**src/rtl/reg_writeback_queue.sv**
```systemverilog
// Writeback queue for the register bank write port: buffers result writebacks,
// retires one per cycle onto C/Cdata/W, and forwards pending data to A/B reads.
module reg_writeback_queue #(
   parameter int DEPTH   = 4,
   parameter int AW      = 5,
   parameter int DW      = 64,
   parameter bit DROP_ZR = 1'b1
) (
   input  logic                       CLK,
   input  logic                       RST,
   input  logic                       inValid,
   output logic                       inReady,
   input  logic [AW-1:0]              inAddr,
   input  logic [DW-1:0]              inData,
   output logic [AW-1:0]              C,
   output logic [DW-1:0]              Cdata,
   output logic                       W,
   input  logic [AW-1:0]              A,
   input  logic [AW-1:0]              B,
   output logic [DW-1:0]              Afwd,
   output logic                       AfwdHit,
   output logic [DW-1:0]              Bfwd,
   output logic                       BfwdHit,
   output logic [$clog2(DEPTH):0]     count
);

   localparam int PW = $clog2(DEPTH);
   localparam int CW = PW + 1;
   localparam logic [AW-1:0] ZR_ADDR = AW'(31);
   localparam logic [CW-1:0] DEPTH_C = CW'(DEPTH);

   logic [AW-1:0] addr_mem_q [DEPTH];
   logic [DW-1:0] data_mem_q [DEPTH];

   logic [PW-1:0] wr_ptr_q, wr_ptr_d;
   logic [PW-1:0] rd_ptr_q, rd_ptr_d;
   logic [CW-1:0] count_q, count_d;
   logic          w_q, w_d;
   logic [AW-1:0] c_q, c_d;
   logic [DW-1:0] cdata_q, cdata_d;

   logic          in_ready_s;
   logic          is_zr_s;
   logic          push_s;
   logic          pop_s;
   logic [DW:0]   a_lookup_s;
   logic [DW:0]   b_lookup_s;

   // Youngest match wins: issue register is oldest, then queue oldest->newest.
   function automatic logic [DW:0] fwd_lookup(
      input logic [AW-1:0] rd_addr,
      input logic          w_v,
      input logic [AW-1:0] c_v,
      input logic [DW-1:0] cdata_v,
      input logic [PW-1:0] rd_ptr_v,
      input logic [CW-1:0] count_v,
      input logic [AW-1:0] addrs [DEPTH],
      input logic [DW-1:0] datas [DEPTH]
   );
      logic          hit;
      logic [DW-1:0] data;
      logic [PW-1:0] idx;
      hit  = 1'b0;
      data = '0;
      if (w_v && (c_v == rd_addr)) begin
         hit  = 1'b1;
         data = cdata_v;
      end
      for (int i = 0; i < DEPTH; i++) begin
         idx = rd_ptr_v + PW'(i);
         if ((CW'(i) < count_v) && (addrs[idx] == rd_addr)) begin
            hit  = 1'b1;
            data = datas[idx];
         end
      end
      if (DROP_ZR && (rd_addr == ZR_ADDR)) begin
         hit  = 1'b0;
         data = '0;
      end
      return {hit, data};
   endfunction

   assign in_ready_s = !RST && (count_q < DEPTH_C);
   assign is_zr_s    = DROP_ZR && (inAddr == ZR_ADDR);
   // Zero-register writes still complete the handshake but are never stored.
   assign push_s     = inValid && in_ready_s && !is_zr_s;
   assign pop_s      = (count_q != '0);

   // Next-state for pointers, occupancy and the issue register.
   always_comb begin
      wr_ptr_d = wr_ptr_q;
      rd_ptr_d = rd_ptr_q;
      count_d  = count_q;
      w_d      = 1'b0;
      c_d      = c_q;
      cdata_d  = cdata_q;
      if (pop_s) begin
         w_d      = 1'b1;
         c_d      = addr_mem_q[rd_ptr_q];
         cdata_d  = data_mem_q[rd_ptr_q];
         rd_ptr_d = rd_ptr_q + PW'(1);
      end else begin
         w_d      = 1'b0;
      end
      if (push_s) begin
         wr_ptr_d = wr_ptr_q + PW'(1);
      end else begin
         wr_ptr_d = wr_ptr_q;
      end
      case ({push_s, pop_s})
         2'b10:   count_d = count_q + CW'(1);
         2'b01:   count_d = count_q - CW'(1);
         default: count_d = count_q;
      endcase
   end

   // Control state and issue register, cleared by synchronous reset.
   always_ff @(posedge CLK) begin
      if (RST) begin
         wr_ptr_q <= '0;
         rd_ptr_q <= '0;
         count_q  <= '0;
         w_q      <= 1'b0;
         c_q      <= '0;
         cdata_q  <= '0;
      end else begin
         wr_ptr_q <= wr_ptr_d;
         rd_ptr_q <= rd_ptr_d;
         count_q  <= count_d;
         w_q      <= w_d;
         c_q      <= c_d;
         cdata_q  <= cdata_d;
      end
   end

   // Entry storage; validity is tracked only by the pointers and count.
   always_ff @(posedge CLK) begin
      if (push_s) begin
         addr_mem_q[wr_ptr_q] <= inAddr;
         data_mem_q[wr_ptr_q] <= inData;
      end
   end

   // Forwarding lookups for both decode read ports.
   always_comb begin
      a_lookup_s = fwd_lookup(A, w_q, c_q, cdata_q, rd_ptr_q, count_q, addr_mem_q, data_mem_q);
      b_lookup_s = fwd_lookup(B, w_q, c_q, cdata_q, rd_ptr_q, count_q, addr_mem_q, data_mem_q);
   end

   assign inReady = in_ready_s;
   assign C       = c_q;
   assign Cdata   = cdata_q;
   assign W       = w_q;
   assign count   = count_q;
   assign AfwdHit = a_lookup_s[DW];
   assign Afwd    = a_lookup_s[DW-1:0];
   assign BfwdHit = b_lookup_s[DW];
   assign Bfwd    = b_lookup_s[DW-1:0];

endmodule

```
**config.mk**
```make
export PLATFORM = sky130hd
export DESIGN_NAME = reg_writeback_queue
export DESIGN_NICKNAME = d
export VERILOG_FILES = /design/src/rtl/reg_writeback_queue.sv
export SDC_FILE = /design/constraint.sdc
export NUM_CORES = 1
export LEC_CHECK = 0
export ABC_CLOCK_PERIOD_IN_PS = 4500
export CAP_MARGIN = 20
export CORE_MARGIN = 2
export CORE_UTILIZATION = 35
export DETAILED_ROUTE_END_ITERATION = 12
export GPL_TIMING_DRIVEN = 0
export HOLD_SLACK_MARGIN = 0.02
export SLEW_MARGIN = 40
export SYNTH_ARGS = -nofsm -noshare
export SYNTH_HDL_FRONTEND = slang
export SYNTH_SLANG_ARGS = --single-unit
```
**constraint.sdc**
```tcl
create_clock -name CLK -period 4.5 [get_ports CLK]
set_clock_uncertainty 0.2 [all_clocks]
set_input_delay 0.9 -clock CLK [delete_from_list [all_inputs] [get_ports CLK]]
set_output_delay 0.9 -clock CLK [all_outputs]
set_load 0.03 [all_outputs]
```
---- After elaboration in Yosys (flattened, before gate mapping) ----
Cells that the tools add are included.
operators by class
  reductions and logical operators ........ 18
  bitwise gates (word level) .............. 5
  order comparisons ....................... 11
  mux-type cells .......................... 56
  eq/ne operators ......................... 15
  $add $sub $neg .......................... 6
operator list
  operator               count
  $mux W64               21
  $bmux W64 S2           4
  $bwmux W256            1
  $demux W64 S2          1
  $eq A5 B5 Y1           10
  $mux W5                9
  $bmux W5 S2            4
  $bwmux W20             1
  $eq A5 B5 Y1 const B   3
  $ge A3 B3 Y1 const B   5
  $not A2 Y3             5
  $logic_and A1 B1 Y1    14
  $mux W1                13
  $demux W5 S2           1
  $lt A1 B3 Y1 const A   2
  $lt A2 B3 Y1 const A   2
  $pmux W3 S2            1
  $add A2 B1 Y2 const B  2
  $add A2 B2 Y2 const B  2
  $add A3 B1 Y3 const B  1
  $lt A3 B1 Y1 const B   1
  $lt A3 B3 Y1 const B   1
  $reduce_bool A3 Y1     1
  $sub A3 B1 Y3 const B  1
  4 further kinds        5
storage, ports and cells
  output and inout port bits .............. 204
  logic and storage cells ................. 125
  bits of input ports ..................... 82
  register bits ........................... 353

---- Longest topological paths before layout ----
Gate-level depths: netlist (run 1).
  depth in word-level cells ............... 11
  depth in mapped cells ................... 11
  gate-level depth less buffers ........... 8

---- Least setup slack after synthesis (run 1) ----
Ideal clock, no wire load.
  path kind ............................... input to register
  from .................................... input port RST
  to ...................................... register addr_mem_q[0] (netlist bit), enable pin
  buffers on the path ..................... 1
  stages .................................. 5
  setup slack ............................. 0.206 ns
  arrival time ............................ 3.660 ns
  setup time .............................. 0.435 ns
  cell sequence ........................... clkbuf_1 -> nor2_1 -> nand2_1 -> a31oi_1 -> and2_1
between the ends
  cells in the longest elaborated chain, start to end .. 4
RTL lines
  what                              RTL line  RTL
  from (decl)                       10        input logic RST,
  $logic_not A1 Y1                  83        assign in_ready_s = !RST && (count_q < DEPTH_C);
  $logic_and A1 B1 Y1               83
  net inReady                       12        output logic inReady,
  $logic_and A1 B1 Y1 (2 in a row)  86        assign push_s = inValid && in_ready_s && !is_zr_s;
  to (signal, indexed assignment)   139       addr_mem_q[wr_ptr_q] <= inAddr;
  to (decl)                         32        logic [AW-1:0] addr_mem_q [DEPTH];
The timed path passes the listed nets, and every way through them passes these cells.
A chain may end at the register's enable or synchronous reset.

---- Final worst setup path (run 1) ----
  from .................................... register rd_ptr_q[0]
  to ...................................... output port Afwd[61]
between the ends
  cells in the longest elaborated chain, start to end .. 11
  elaborated cells on any way between the ends .. 44
  classes of those cells .................. add/sub (3); eq/ne (4); mux (29); bitwise (4); reduce/logical (4)
RTL lines
  what                                                                    RTL line    RTL
  from (decl)                                                             36          logic [PW-1:0] rd_ptr_q, rd_ptr_d;
  from (signal assigned)                                                  128         rd_ptr_q <= rd_ptr_d;
  $add A2 B1 Y2 / $not A2 Y3 (equally long branches)                      70, 71, 73
  $not A2 Y3 (implied by the code) / $bmux W5 S2 (equally long branches)  71, 73
  $bmux W5 S2 / $mux W5 (equally long branches)                           71          if ((CW'(i) < count_v) && (addrs[idx] == rd_addr)) begin
  $mux W5 (implied by the code)                                           71
  $mux W5 (implied by the code) / $eq A5 B5 Y1 (equally long branches)    71
  $eq A5 B5 Y1 / $logic_and A1 B1 Y1 (equally long branches)              71
  $logic_and A1 B1 Y1 / $mux W64 (equally long branches)                  71
  $mux W64 (2 in a row)                                                   71
  $mux W64 (*)                                                            71
  $mux W64 (*)                                                            76          if (DROP_ZR && (rd_addr == ZR_ADDR)) begin
  to (decl)                                                               20          output logic [DW-1:0] Afwd,
Every way passes the cells marked *; elsewhere a longest branch is shown, timed or not. The select of a mux whose other input is x is not followed.

==> impl_metrics.toml, run 1 <==
[sta]
worst_slew_pin_slew_ns = 0.977
setup_viol = 99
fin_ws_ns = -0.147
setup_tns_ns = -4.20
slew_viol_final = 0
hold_viol = 0
fmax_mhz = 215
period_needed_ns = 4.65
rsz0062_at_grt = "true"
finalCritPeriodShare_pct = 103
max_slew_margin_pct = 34.9

[layout]
n_fill_cell = 5560
drive_gt1_share_pct = 44.6
multiInputGateArea_um2 = 16600
final_common_cell = "edfxtp_1"
seqCellArea_um2 = 9830
nets = 2466
final_cell_mix = "edfxtp_1 (276), nand2_1 (209), mux2i_1 (193)"
syn2layout_area_growth_pct = 46.9

[worst_setup_path]
reg2reg_depth = 9
rrSetupSlack_ns = 0.73
crit_path_max_incr_delay_ns = 0.58
worstPathArrival_ns = 3.55
crit_fanout = 10
crit_family = "buffers and inverters"
r2r-end = "count[2]$_SDFFE_PP0P_"
critPathRequiredTime_ns = 3.40
critPathCapture = "Afwd[61]"
crit_chain = "buf_8 > mux4_2 > xor2_2 > nor4_4 > and2_4 > buf_12 > buf_16 > a221oi_2 > o31ai_4 > buf_6"
cp_num_cells = 10
start_kind = "flop"
slowest_stage = "mux4_2"
critPathLaunch = "rd_ptr_q[0]$_SDFFE_PP0N_"
crit_type = "flop to output port"
r2r-start = "count[0]$_SDFFE_PP0P_"
critical_path_buf_inv_count = 4
end_kind = "output port"

[grt]
grt_pass1_wl_um = 145000
grt_pass1_vias = 21300
grt_util_all_layers_pct = 27.9
antenna_found_initial = 3
overflow = 0
grt_max_degree = 27

[route]
route.vias.total = 21400
dr.pass1.iters = 6
dr.first_iter.drc_count = 2503
wl_per_cell_um = 31.3
viasPerCell = 6.51
drc = 0
ant_nets = 0
drt_wl_total_um = 103000

[clock_tree]
cts_inserted_buffers = 41
cts.hold.buffers_added = 0
htreeDepth = 2
clk_latency_ns = 0.60
cts.path.max_buffers = 3
cts_num_sinks = 353
cts_tree = "done"
cts.clk_slew.worst_paths_ns = 0.06
root_buffer = "clkbuf_16"

[floorplan]
pin_count = 286
die_w_um = 265
die_y_um = 265
design.core.area_um2 = 67300
num_rows = 95
start_util_pct = 35.4
dieArea_um2 = 70100

[logic_synthesis]
synth.distinct_cells = 48
synthTopCellsByArea = "edfxtp_1 (35%), mux4_2 (14%), mux2i_1 (8.2%), dfxtp_1 (6.5%), a32oi_1 (4.7%)"
synth_xor_xnor_area_share_pct = 2.10
synth_warnings = 0
seq_area_frac_synth_pct = 41.3
synth_top_area_cell = "edfxtp_1"
yosys.area_share.simple_pct = 9.01
synthMuxAreaShare_pct = 25.3
synthAdderAreaFrac_pct = 0.473
synth_flop_cell = "edfxtp_1"
synth_top_area_share_pct = 34.8
netlist_area_um2 = 23800
syn_nets = 2073
synth_edf_count = 276
syn_inst = 1982
synth_top_family_by_area = "multiplexers"
synth_compound_area_share_pct = 16.7
async_reset_ff_share_pct = 0
syn_area_per_cell_um2 = 12.0
synth-seq-cells = 353

[min_path]
min_path_type = "flop to flop"

[place]
place_ws_ns = -1.09
io_buffers = 274
dp_hpwl_um = 69700
gp_congestion = 0.897

[power]
peakVddDrop_mv = 0.292
p_leak_nw = 11.8
finalPower_mw = 20.5
p_per_area_nw_per_um2 = 585

[run]
drv_cap = 0

[outcome]
outcome = "finished with violations"
violations = "setup timing"
synthesized netlist by cell type (all sizes together) (2+ instances only):
cell	n
dfxtp	77
nand3	5
inv	6
nand4	4
mux2i	196
edfxtp	276
buf	135
and3	129
a32oi	128
nor3	6
nor4	5
xor2	26
or3	2
a221oi	128
o31ai	128
a21oi	72
or2	2
and2	6
o21ai	4
mux2	63
nand2	209
a31oi	2
clkbuf	95
nor2b	2
xnor2	31
nor2	79
nor3b	2
mux4	149
ha	9
power breakdown:
group | internal [mW] | total (mW) | switching [mW]
Clock | 2.14 | 3.56 | 1.42
Sequential | 3.98 | 4.78 | 0.799
Combinational | 4.69 | 12.1 | 7.42
stage by stage:
step                util [%]  hold slack, ns  cell area, µm²  std cells
floorplan                  -           0.314           23800       1982
global placement        41.1           0.275           27600       3129
detailed placement      41.4           0.281           27900       3138
CTS                     49.0           0.312           33000       3251
global route            52.0           0.336           35000       3283
finish                  52.0           0.318           35000       3283
layout make-up:
class / count / share of cell area (%)
multi-input cells: 1394 / 47.5
clock buffers: 54 / 3.16
inverters: 6 / 0.0644
plain buffers: 228 / 6.25
repair buffers: 351 / 10.8
well taps: 873 / 3.12
diodes: 3 / 0.0215
clock inverters: 21 / 0.898
flip-flops and latches: 353 / 28.1
flip-flops by register name, summed over array words and instances, names as in the netlist:
signal and cells:
C 5, Cdata 64, W 1, addr_mem_q 20
count 3, data_mem_q 256, rd_ptr_q 2, wr_ptr_q 2
metal layers:
metal | routed length [µm] | up-vias | part of all wire, % | GRT usage (%)
li1 | - | 8914 | - | -
met1 | 40100 | 10900 | 39 | 36.4
met2 | 48300 | 1295 | 47 | 45.2
met3 | 8890 | 297 | 8.6 | 5.08
met4 | 5640 | 0 | 5.5 | 13.1
met5 | 0 | - | 0 | 0
worst min path at each step:
stage	from	to	slack, ns	cells after the start
after floorplan	wr_ptr_q[1]$_SDFFE_PP0P_	wr_ptr_q[1]$_SDFFE_PP0P_	0.31	2
after global placement	Cdata[1]$_SDFFE_PP0N_	Cdata[1]$_SDFFE_PP0N_	0.27	2
after detailed placement	Cdata[1]$_SDFFE_PP0N_	Cdata[1]$_SDFFE_PP0N_	0.28	2
after CTS	Cdata[0]$_SDFFE_PP0N_	Cdata[0]$_SDFFE_PP0N_	0.31	2
after global routing	C[3]$_SDFFE_PP0N_	C[3]$_SDFFE_PP0N_	0.34	2
final	C[3]$_SDFFE_PP0N_	C[3]$_SDFFE_PP0N_	0.32	2
kinds of logic after synthesis:
family / count (synthesis)
adders and majority gates: 9
and+or+nand+nor: 451
buffers and inverters: 236
xor gates and xnor gates: 57
AOI/OAI and AO/OA: 468
DFF: 353
muxes: 408
timing repair:
item / CTS / global route
buffers inserted: 31 / 24
setup endpoints to repair: 130 / 130
gates resized for setup: 1479 / 289
gates cloned: 7 / 7
pin swaps: 95 / 61
tightest hold or removal path, delay by kind of cell (launching register included):
family	cells	cell delay [ns]
AOI/OAI and AO/OA	1	0.05
DFF	1	0.35
and+or+nand+nor	1	0.07
Power figures use the tool's default switching activity.
==> inputs of run 2 (changes only) <==
--- a/config.mk
+++ b/config.mk
@@ -5,9 +5,7 @@
 export SDC_FILE = /design/constraint.sdc
 export NUM_CORES = 1
 export LEC_CHECK = 0
-export ABC_CLOCK_PERIOD_IN_PS = 4500
 export CAP_MARGIN = 20
-export CORE_MARGIN = 2
 export CORE_UTILIZATION = 35
 export DETAILED_ROUTE_END_ITERATION = 12
 export GPL_TIMING_DRIVEN = 0
==> run 2 against run 1 <==
The run still ends with setup timing left. Flip-flop and latch count is the same. Power shrank 2.1%. Sequential share of layout area grew 0.88 points.
==> impl_metrics.toml, run 2 (synthesis gave the netlist of run 1 again) <==
[floorplan]
die_w_um = 263
die_y_um = 263
design.core.area_um2 = 67300
num_rows = 95
start_util_pct = 35.4
pin_count = 286
dieArea_um2 = 69100

[power]
peakVddDrop_mv = 0.292
p_per_area_nw_per_um2 = 591
p_leak_nw = 11.5
finalPower_mw = 20.0

[grt]
overflow = 0
grt_pass1_wl_um = 146000
grt_max_degree = 27
grt_util_all_layers_pct = 28.4
antenna_found_initial = 2
grt_pass1_vias = 21400

[route]
dr.first_iter.drc_count = 2351
drc = 0
ant_nets = 0
route.vias.total = 21500
viasPerCell = 6.59
dr.pass1.iters = 5
wl_per_cell_um = 31.5
drt_wl_total_um = 103000

[layout]
largest_register_ff_count = 256
final_cell_mix = "edfxtp_1 (276), nand2_1 (207), mux2i_1 (194)"
diodes = 0
regMostFlops = "data_mem_q"
drive_gt1_share_pct = 44.3
nets = 2445
syn2layout_area_growth_pct = 42.4
final_common_cell = "edfxtp_1"
final_area_um2 = 33900
stdcell_count = 3258

[worst_setup_path]
r2r-end = "count[2]$_SDFFE_PP0P_"
crit_type = "flop to output port"
critPathLaunch = "rd_ptr_q[0]$_SDFFE_PP0N_"
worstPathArrival_ns = 3.49
rrSetupSlack_ns = 0.72
reg2reg_depth = 9
critPathCapture = "Afwd[60]"
crit_fanout = 12
r2r-start = "count[0]$_SDFFE_PP0P_"
critPathRequiredTime_ns = 3.40
end_kind = "output port"
start_kind = "flop"

[outcome]
outcome = "finished with violations"
violations = "setup timing"

[clock_tree]
cts.path.max_buffers = 3
htreeDepth = 2
cts_num_sinks = 353
cts_inserted_buffers = 41
cts.hold.buffers_added = 0
cts_tree = "done"
cts.clk_slew.worst_paths_ns = 0.06
root_buffer = "clkbuf_16"
clk_latency_ns = 0.59

[sta]
fmax_mhz = 218
period_needed_ns = 4.59
max_slew_margin_pct = 39.6
finalCritPeriodShare_pct = 102
setup_tns_ns = -0.828
fin_ws_ns = -0.0917
rsz0062_at_grt = "true"
hold_viol = 0
holdWs_ns = 0.330
worst_slew_pin_slew_ns = 0.907
slew_viol_final = 0
setup_viol = 30

[place]
postPlaceCellArea_um2 = 27900
gp_congestion = 0.923
dp_hpwl_um = 69400
dp_cells = 3138
io_buffers = 274

[min_path]
min_from = "C[0]$_SDFFE_PP0N_"
min_path_type = "flop to flop"

[run]
drv_cap = 0
==> run 2: changes by cell type in the layout (fill, tap and decap cells not counted), sizes merged <==
cell,change
clkinvlp,-1
clkinv,+4
clkbuf,-5
o21ai,+1
diode,-3
clkdlybuf4s15,+1
bufinv,-5
buf,-16
bufbuf,-2
inv,+1
==> run 2: metrics by stage <==
step	util (%)	setup WS (ns)
final	50.4	-0.0917
after global routing	50.4	-0.125
after CTS	47.6	-0.0444
after detailed placement	41.4	-1.11
after global placement	41.1	-1.96
after floorplan	-	0.206
==> run 2: area by class of cell <==
type / count / area, µm²
Clock buffer: 54 / 1150
Sequential cell: 353 / 9830
Buffer: 228 / 2160
Timing Repair Buffer: 329 / 3400
Inverter: 6 / 22.5
Tap cell: 873 / 1090
Clock inverter: 20 / 164
Multi-Input combinational cell: 1395 / 16100
Fill cell: 5778 / 33400
==> run 2: power breakdown <==
| part | switching, mW | internal (mW) | leakage, nW |
|---|---|---|---|
| clock | 1.42 | 1.91 | 0.650 |
| combinational | 7.37 | 4.57 | 7.76 |
| sequential | 0.774 | 3.98 | 3.14 |
==> run 2: worst min-delay path by stage <==
stage | endpoint | cells after the start
final | C[0]$_SDFFE_PP0N_ | 2
after global routing | Cdata[33]$_SDFFE_PP0N_ | 2
after CTS | Cdata[32]$_SDFFE_PP0N_ | 2
after detailed placement | Cdata[58]$_SDFFE_PP0N_ | 2
after global placement | Cdata[58]$_SDFFE_PP0N_ | 2
after floorplan | wr_ptr_q[1]$_SDFFE_PP0P_ | 2
==> run 2: metal layers <==
metal / vias up / global-route usage (%) / share of wire (%) / routed length, µm
met5: - / 0 / 0.031 / 32
met4: 4 / 11.2 / 4.4 / 4510
met3: 310 / 5.86 / 9.8 / 10000
met2: 1456 / 46.6 / 47 / 48800
met1: 10900 / 36.6 / 38 / 39400
li1: 8853 / - / - / -
==> run 2: timing repair <==
| item | CTS | global route |
|---|---|---|
| buffers inserted | 26 | 10 |
| cloned | 5 | 8 |
| endpoints found under the setup margin | 130 | 129 |
| gates resized for setup | 1382 | 310 |
| pin swaps | 72 | 74 |
==> run 2: worst max-delay path, stage by stage (launching register included) <==
cell and delay, ns:
dfxtp_4 0.38, buf_4 0.11, mux4_2 0.58, xor2_1 0.20, nor4_4 0.37, and2_4 0.22
buf_12 0.19, buf_4 0.16, a221oi_4 0.07, o31ai_4 0.42, buf_6 0.19
